`config.mk`:
```
export PLATFORM = sky130hd
export DESIGN_NAME = seg7_scan_flat
export DESIGN_NICKNAME = d
export VERILOG_FILES = /design/src/rtl/seg7_scan_if.sv /design/src/rtl/seg7_scan.sv /design/src/flat_wrapper.sv
export SDC_FILE = /design/constraint.sdc
export NUM_CORES = 1
export LEC_CHECK = 0
export ABC_AREA = 1
export CAP_MARGIN = 25
export CORE_MARGIN = 2
export CORE_UTILIZATION = 50
export CTS_CLUSTER_DIAMETER = 80
export DETAILED_ROUTE_END_ITERATION = 10
export PLACE_DENSITY = 0.77
export SYNTH_ARGS = -nofsm -noshare
export SYNTH_HDL_FRONTEND = slang
export SYNTH_SLANG_ARGS = --single-unit
```
`constraint.sdc`:
```
create_clock -name clk -period 2 [get_ports clk]
set_input_delay 0.3 -clock clk [delete_from_list [all_inputs] [get_ports clk]]
set_output_delay 0.3 -clock clk [all_outputs]
set_load 0.005 [all_outputs]
```
`src/rtl/seg7_scan_if.sv`:
```
// rtl/seg7_scan_if.sv - display port bundle between the reg0 source and seg7_scan
// master drives the word and freeze control; slave (seg7_scan) drives the display pins.
interface seg7_scan_if;
  logic [15:0] value;
  logic        freeze;
  logic [6:0]  seg;
  logic        dp;
  logic [3:0]  an;
  logic        frame_done;

  modport master (
    output value,
    output freeze,
    input  seg,
    input  dp,
    input  an,
    input  frame_done
  );

  modport slave (
    input  value,
    input  freeze,
    output seg,
    output dp,
    output an,
    output frame_done
  );
endinterface

```
`src/rtl/seg7_scan.sv`:
```
// rtl/seg7_scan.sv - 4-digit multiplexed hex display scanner for a 16-bit word
// The word is latched only at frame boundaries so a frame never mixes old and new nibbles.
module seg7_scan #(
  parameter int unsigned CLK_DIV    = 50000,
  parameter bit          LZ_BLANK   = 1'b1,
  parameter bit          ACTIVE_LOW = 1'b1
) (
  input  logic       clk,
  input  logic       rst,
  seg7_scan_if.slave disp
);
  localparam int unsigned      CNT_W    = $clog2(CLK_DIV);
  localparam logic [CNT_W-1:0] CNT_LAST = CNT_W'(CLK_DIV - 1);

  logic [CNT_W-1:0] cnt_q, cnt_d;
  logic [1:0]       idx_q, idx_d;
  logic [15:0]      shadow_q, shadow_d;
  logic             changed_q, changed_d;
  logic [3:0]       an_q, an_d;
  logic [6:0]       seg_q, seg_d;
  logic             dp_q, dp_d;
  logic             frame_done_q, frame_done_d;

  logic       tick;
  logic       boundary;
  logic       ghost;
  logic       blank;
  logic [3:0] nibble;
  logic [6:0] glyph;

  always_comb begin
    tick         = (cnt_q == CNT_LAST);
    boundary     = tick && (idx_q == 2'd3);
    cnt_d        = tick ? '0 : cnt_q + CNT_W'(1);
    idx_d        = tick ? idx_q + 2'd1 : idx_q;
    shadow_d     = shadow_q;
    changed_d    = changed_q;
    frame_done_d = boundary;
    if (boundary) begin
      if (!disp.freeze) begin
        shadow_d  = disp.value;
        changed_d = (disp.value != shadow_q);
      end else begin
        changed_d = 1'b0;
      end
    end
  end

  // Digit 0 is never blanked; higher digits blank only when every nibble above them is zero too.
  always_comb begin
    nibble = shadow_q[3:0];
    blank  = 1'b0;
    case (idx_q)
      2'd0: begin
        nibble = shadow_q[3:0];
        blank  = 1'b0;
      end
      2'd1: begin
        nibble = shadow_q[7:4];
        blank  = LZ_BLANK && (shadow_q[15:4] == 12'h000);
      end
      2'd2: begin
        nibble = shadow_q[11:8];
        blank  = LZ_BLANK && (shadow_q[15:8] == 8'h00);
      end
      default: begin
        nibble = shadow_q[15:12];
        blank  = LZ_BLANK && (shadow_q[15:12] == 4'h0);
      end
    endcase
  end

  always_comb begin
    glyph = 7'h00;
    case (nibble)
      4'h0: glyph = 7'h3F;
      4'h1: glyph = 7'h06;
      4'h2: glyph = 7'h5B;
      4'h3: glyph = 7'h4F;
      4'h4: glyph = 7'h66;
      4'h5: glyph = 7'h6D;
      4'h6: glyph = 7'h7D;
      4'h7: glyph = 7'h07;
      4'h8: glyph = 7'h7F;
      4'h9: glyph = 7'h6F;
      4'hA: glyph = 7'h77;
      4'hB: glyph = 7'h7C;
      4'hC: glyph = 7'h39;
      4'hD: glyph = 7'h5E;
      4'hE: glyph = 7'h79;
      default: glyph = 7'h71;
    endcase
  end

  // The first cycle of every slot is dark so the previous digit cannot ghost onto the next anode.
  always_comb begin
    ghost = (cnt_q == '0);
    an_d  = ghost ? 4'b0000 : (4'b0001 << idx_q);
    seg_d = (ghost || blank) ? 7'h00 : glyph;
    dp_d  = changed_q && (idx_q == 2'd0) && !ghost;
  end

  always_ff @(posedge clk) begin
    if (rst) begin
      cnt_q        <= '0;
      idx_q        <= 2'd0;
      shadow_q     <= 16'h0000;
      changed_q    <= 1'b0;
      an_q         <= 4'b0000;
      seg_q        <= 7'h00;
      dp_q         <= 1'b0;
      frame_done_q <= 1'b0;
    end else begin
      cnt_q        <= cnt_d;
      idx_q        <= idx_d;
      shadow_q     <= shadow_d;
      changed_q    <= changed_d;
      an_q         <= an_d;
      seg_q        <= seg_d;
      dp_q         <= dp_d;
      frame_done_q <= frame_done_d;
    end
  end

  assign disp.an         = {4{ACTIVE_LOW}} ^ an_q;
  assign disp.seg        = {7{ACTIVE_LOW}} ^ seg_q;
  assign disp.dp         = ACTIVE_LOW ^ dp_q;
  assign disp.frame_done = frame_done_q;
endmodule

```
`src/flat_wrapper.sv`:
```
// flat-port wrapper written by rule: the top's interface ports become plain ports
module seg7_scan_flat 
#(
  parameter int unsigned CLK_DIV    = 50000,
  parameter bit          LZ_BLANK   = 1'b1,
  parameter bit          ACTIVE_LOW = 1'b1
)
  (clk, rst, disp_value, disp_freeze, disp_seg, disp_dp, disp_an, disp_frame_done);
  seg7_scan_if disp_i ();
  input  logic clk;
  input  logic rst;
  input wire logic [$bits(disp_i.value)-1:0] disp_value;
  input wire logic [$bits(disp_i.freeze)-1:0] disp_freeze;
  output wire logic [$bits(disp_i.seg)-1:0] disp_seg;
  output wire logic [$bits(disp_i.dp)-1:0] disp_dp;
  output wire logic [$bits(disp_i.an)-1:0] disp_an;
  output wire logic [$bits(disp_i.frame_done)-1:0] disp_frame_done;
  assign disp_i.value = disp_value;
  assign disp_i.freeze = disp_freeze;
  assign disp_seg = disp_i.seg;
  assign disp_dp = disp_i.dp;
  assign disp_an = disp_i.an;
  assign disp_frame_done = disp_i.frame_done;
  seg7_scan #(.CLK_DIV(CLK_DIV), .LZ_BLANK(LZ_BLANK), .ACTIVE_LOW(ACTIVE_LOW)) u_core (.clk(clk), .rst(rst), .disp(disp_i));
endmodule
```
# Word-level counts from Yosys, hierarchy flattened
# Memories as Yosys holds them, arrays and structs flattened. A register that Yosys moved wholly into a read port is not among the register bits.
# Index checks and enable logic that the tools add are counted.
# classes
eq_ne	5
n_reduce_logical	14
magnitude_cmp	0
div	0
addsub	2
shift	1
bitwise	4
n_mul	0
mux	3
# op_table
cell	count
16-bit by 1-bit adder with 16-bit output, second input constant	1
16-bit == test, second input constant	1
16-bit logical NOT	1
16-bit inequality test	1
12-bit logical NOT	1
4-bit one-hot mux with 3 select lines	1
8-bit logical NOT	1
7-bit inverter	1
2-bit OR reduction	3
2-bit == test, second input constant	2
4-bit logical NOT	1
4-bit inverter	1
1-bit by 2-bit left shift with 4-bit output, first input constant	1
1-bit logical AND	3
1-bit one-hot mux with 3 select lines	1
2-bit by 1-bit adder with 2-bit output, second input constant	1
2-bit by 1-bit == test with 1-bit output, second input constant	1
2-bit logical NOT	1
1-bit inverter	2
2-bit AND reduction	1
1-bit logical NOT	1
1-bit logical OR	1
1-bit 2-to-1 mux	1
# totals
latchBits	0
mem_bits_rw	0
output_inout_bits	13
n_memories	1
elab_cells	37
romBits	112
register_bits	41
# mem_list
name	words	word_bits	read_ports	rd_clocked_by_memory_dff	write_ports	line	rtl
(name not given)	16	7	1	1	0	seg7_scan.sv:75	case (nibble)

# Depth between registers and ports, before layout
# depth
ltp_word	4
mapped_depth	13

# Worst setup path before layout
# Ideal clock, no wire load.
# synth_timing
kind	register to register
start	register u_core.idx_q[0]
end	register u_core.seg_q[3]
path_slack_ps	-17
synth_period_minus_slack_ps	2017
stages_incl_launch_ff	14
setup_time_ps	120
path_buffers	0
arrival_ps	1897
cell_sequence	dfxtp_1 inv_1 ha_1 nand2_1 nand2_1 o21ai_1 inv_1 ha_1 nand2_1 nand2_1 inv_1 nand2_1 nand2_1 nor2_1
# synth_via
elab_chain_cells	4
elab_cells_between_ends	7
classes_between	eq/ne: 2; mux: 2; reduce/logical: 3
# synth_rtl
element	line	rtl
from (decl)	seg7_scan.sv:16	logic [1:0] idx_q, idx_d;
from (signal assigned)	seg7_scan.sv:115	idx_q <= idx_d;
2-bit == test (tied with other cells)	seg7_scan.sv:53	case (idx_q)
1-bit one-hot mux with 3 select lines	seg7_scan.sv:53	
1-bit logical OR	seg7_scan.sv:99	seg_d = (ghost || blank) ? 7'h00 : glyph;
2-bit OR reduction (no source line)	--	
to (decl)	seg7_scan.sv:20	logic [6:0] seg_q, seg_d;
# Several ways; a longest one is shown, not always the timed one.
# A chain may end at the register's enable or synchronous reset.

# Final worst setup path
# layout_timing
start	register u_core.idx_q[0]
end	register u_core.seg_q[5]
# The elaborated chain is that of the path after synthesis.

==> reports/metrics.yaml <==
grt_max_degree: 20
die_w_um: 78.6
synthArstFlopShare_pct: 0
vdd_drop_max_mv: 0.313
cts_setup_buffers: 0
die_area_um2: 6180
path_common_cell: "nand2_1"
clk_pin_slew_ns: 0.09
arrival_ns: 2.01
post_dp_cell_area_um2: 3200
syn2layout_area_growth_pct: 19.5
maxCapViolCount: 0
fin_crit_ns: 1.78
leakagePower_nw: 1.56
cpMaxStageDelayCell: "dfxtp_2"
overflow: 0
drc: 0
hp-class: "reg2reg"
worstPathCellList: "inv_1 -> ha_2 -> nand2_1 -> nand2_1 -> o21ai_2 -> inv_1 -> ha_1 -> inv_1 -> nand2_1 -> nand2_1 -> nand2_1 -> a21oi_1"
ys.flop_type: "dfxtp_1"
antenna_found_initial: 0
fill_cells: 505
p_per_area_nw_per_um2: 554
rsz0062_at_grt: "no"
drt_iter0_drc: 129
portBuffers: 31
cp-start-kind: "flop"
diodes: 0
slowest_delay_ns: 0.37
fin_tns_setup_ns: 0
postLayoutCellArea_um2: 3320
ant_nets: 0
routedWlPerCell_um: 10.7
path_delay_family: "adder cells"
cts_tree: "yes"
hold_viol_final: 0
final_nets: 503
numCtsBuffers: 5
path_class: "reg2reg"
vias: 2604
design_power_total_mw: 1.84
yosys.area.top_type_share_pct: 34.5
vias_per_cell: 4.79
setup_viol: 0
synth-seq-cells: 48
row_count: 27
synth_edf_count: 0
dr.pass1.iters: 4
syn_inst: 430
drive_above_1_share_pct: 10.8
grt_pass1_wl_um: 9850
syn_area_per_cell_um2: 6.47
yosysWarnings: 0
synth_most_common_cell: "nand2_1"
coreArea_um2: 5440
slew_viol_final: 0
synth_area_um2: 2780
die_y_um: 78.6
clkLatencyLatePin_ns: 0.30
post-dp-hpwl_um: 4380
crit_path_end_kind: "flop"
postRouteWirelength_um: 5800
yosys.area.top_type: "dfxtp_1"
cts_root_buf: "clkbuf_8"
worstPathRequired_ns: 2.22
gp_congestion: 0.876
skew_ns: 0.00784
cts_buffer_depth: 2
synth_fp_nets: 462
cts_num_sinks: 48
crit_buf_inv: 3
fin_crit_sh_pct: 89.2
yosysUniqueCellTypes: 35
synth_area_leaders: "dfxtp_1, nand2_1, nor2_1"
path_depth: 12
cp_max_fo: 6
h-tree-depth: 2
track_usage_pct: 19.8
ff2ff_path_depth: 12
grt_pass1_vias: 2311
hold_slack_ns: 0.488
whs_path_depth: 2
status: "finished, final reports clean"
rrSetupSlack_ns: 0.22
fmax_mhz: 561
worst_pin_slew_ns: 0.310
ys_seq_area_share_pct: 34.5
ioPinCount: 32
start_util_pct: 51.1
max-slew-margin-rel_pct: 79.2
synth_commonest_cells: "nand2_1, nor2_1, inv_1, dfxtp_1, a21oi_1"
[stage by stage]
stage	setup slack (ns)	cells	util, %
2_1_floorplan	0.0914	430	-
3_3_place_gp	0.157	536	58.8
3_5_place_dp	0.0778	536	58.8
4_1_cts	0.0491	544	60.8
5_1_grt	0.0105	544	61.1
6_report	0.217	544	61.1
[final timing paths]
check,startpoint,to
min,u_core.changed_q$_SDFFE_PP0P_,u_core.changed_q$_SDFFE_PP0P_
min reg2reg,u_core.changed_q$_SDFFE_PP0P_,u_core.changed_q$_SDFFE_PP0P_
max reg2reg,u_core.idx_q[0]$_SDFFE_PP0P_,u_core.seg_q[5]$_SDFF_PP0_
max,u_core.idx_q[0]$_SDFFE_PP0P_,u_core.seg_q[5]$_SDFF_PP0_
[worst reg2reg max path: cells and delay by family, from the launching register on]
kind	cells	cell delay, ns
compound gates	2	0.31
fa+ha+maj	2	0.42
buf+inv	3	0.26
flops	1	0.37
simple gates	5	0.36
[state kept, by name, indices dropped and copies added, names as in the netlist]
register                flops
u_core.seg_q                7
u_core.dp_q                 1
u_core.changed_q            1
u_core.disp.frame_done      1
u_core.cnt_q               16
u_core.an_q                 4
u_core.idx_q                2
u_core.shadow_q            16
[what timing repair did]
item	in CTS	in global routing
resized for setup	0	8
hold buffers	0	0
hold endpoints to repair	0	0
endpoints found under the setup margin	0	7
[metal layers]
metal,up-vias,global-route usage [%],share of wire (%)
li1,1389,-,-
met1,1159,25.4,46
met2,51,32.6,48
met3,5,3.68,4.4
met4,0,8.07,1.2
met5,-,0,0
[logic make-up after synthesis]
kind of cell               share of synthesized area [%]
AOI/OAI and AO/OA                                   9.00
xor gates and xnor gates                           0.945
adders and majority gates                           5.85
buffers and inverters                               11.5
DFF                                                 34.5
and+or+nand+nor                                     38.2
[cell type report]
type / instances / area, um^2 / share of cell area, %
flip-flops and latches: 48 / 963 / 29.0
repair buffers: 39 / 370 / 11.1
inverters: 71 / 272 / 8.17
clock inverters: 2 / 35.0 / 1.05
clock buffers: 6 / 72.6 / 2.18
multi-input cells: 306 / 1520 / 45.7
well taps: 72 / 90.1 / 2.71
[layout by cell type (no fill, tap or decap), types with 8 or more instances in the layout]
master / synthesis / final
ha_1: 13 / 10
nand2_1: 124 / 124
inv_1: 67 / 67
buf_4: 0 / 8
nor3_1: 8 / 8
o21ai_0: 13 / 12
nand3_1: 12 / 12
clkdlybuf4s50_1: 0 / 31
nor2_2: 12 / 12
o21ai_1: 11 / 10
nor2_1: 69 / 69
dfxtp_1: 48 / 46
a21oi_1: 18 / 17
[report_power, final]
group	leakage, nW	internal (mW)	switching [mW]
clock network	0.0552	0.371	0.327
logic	1.11	0.0864	0.0726
registers	0.390	0.974	0.00923
No activity file was read; power rests on OpenSTA's default activity.
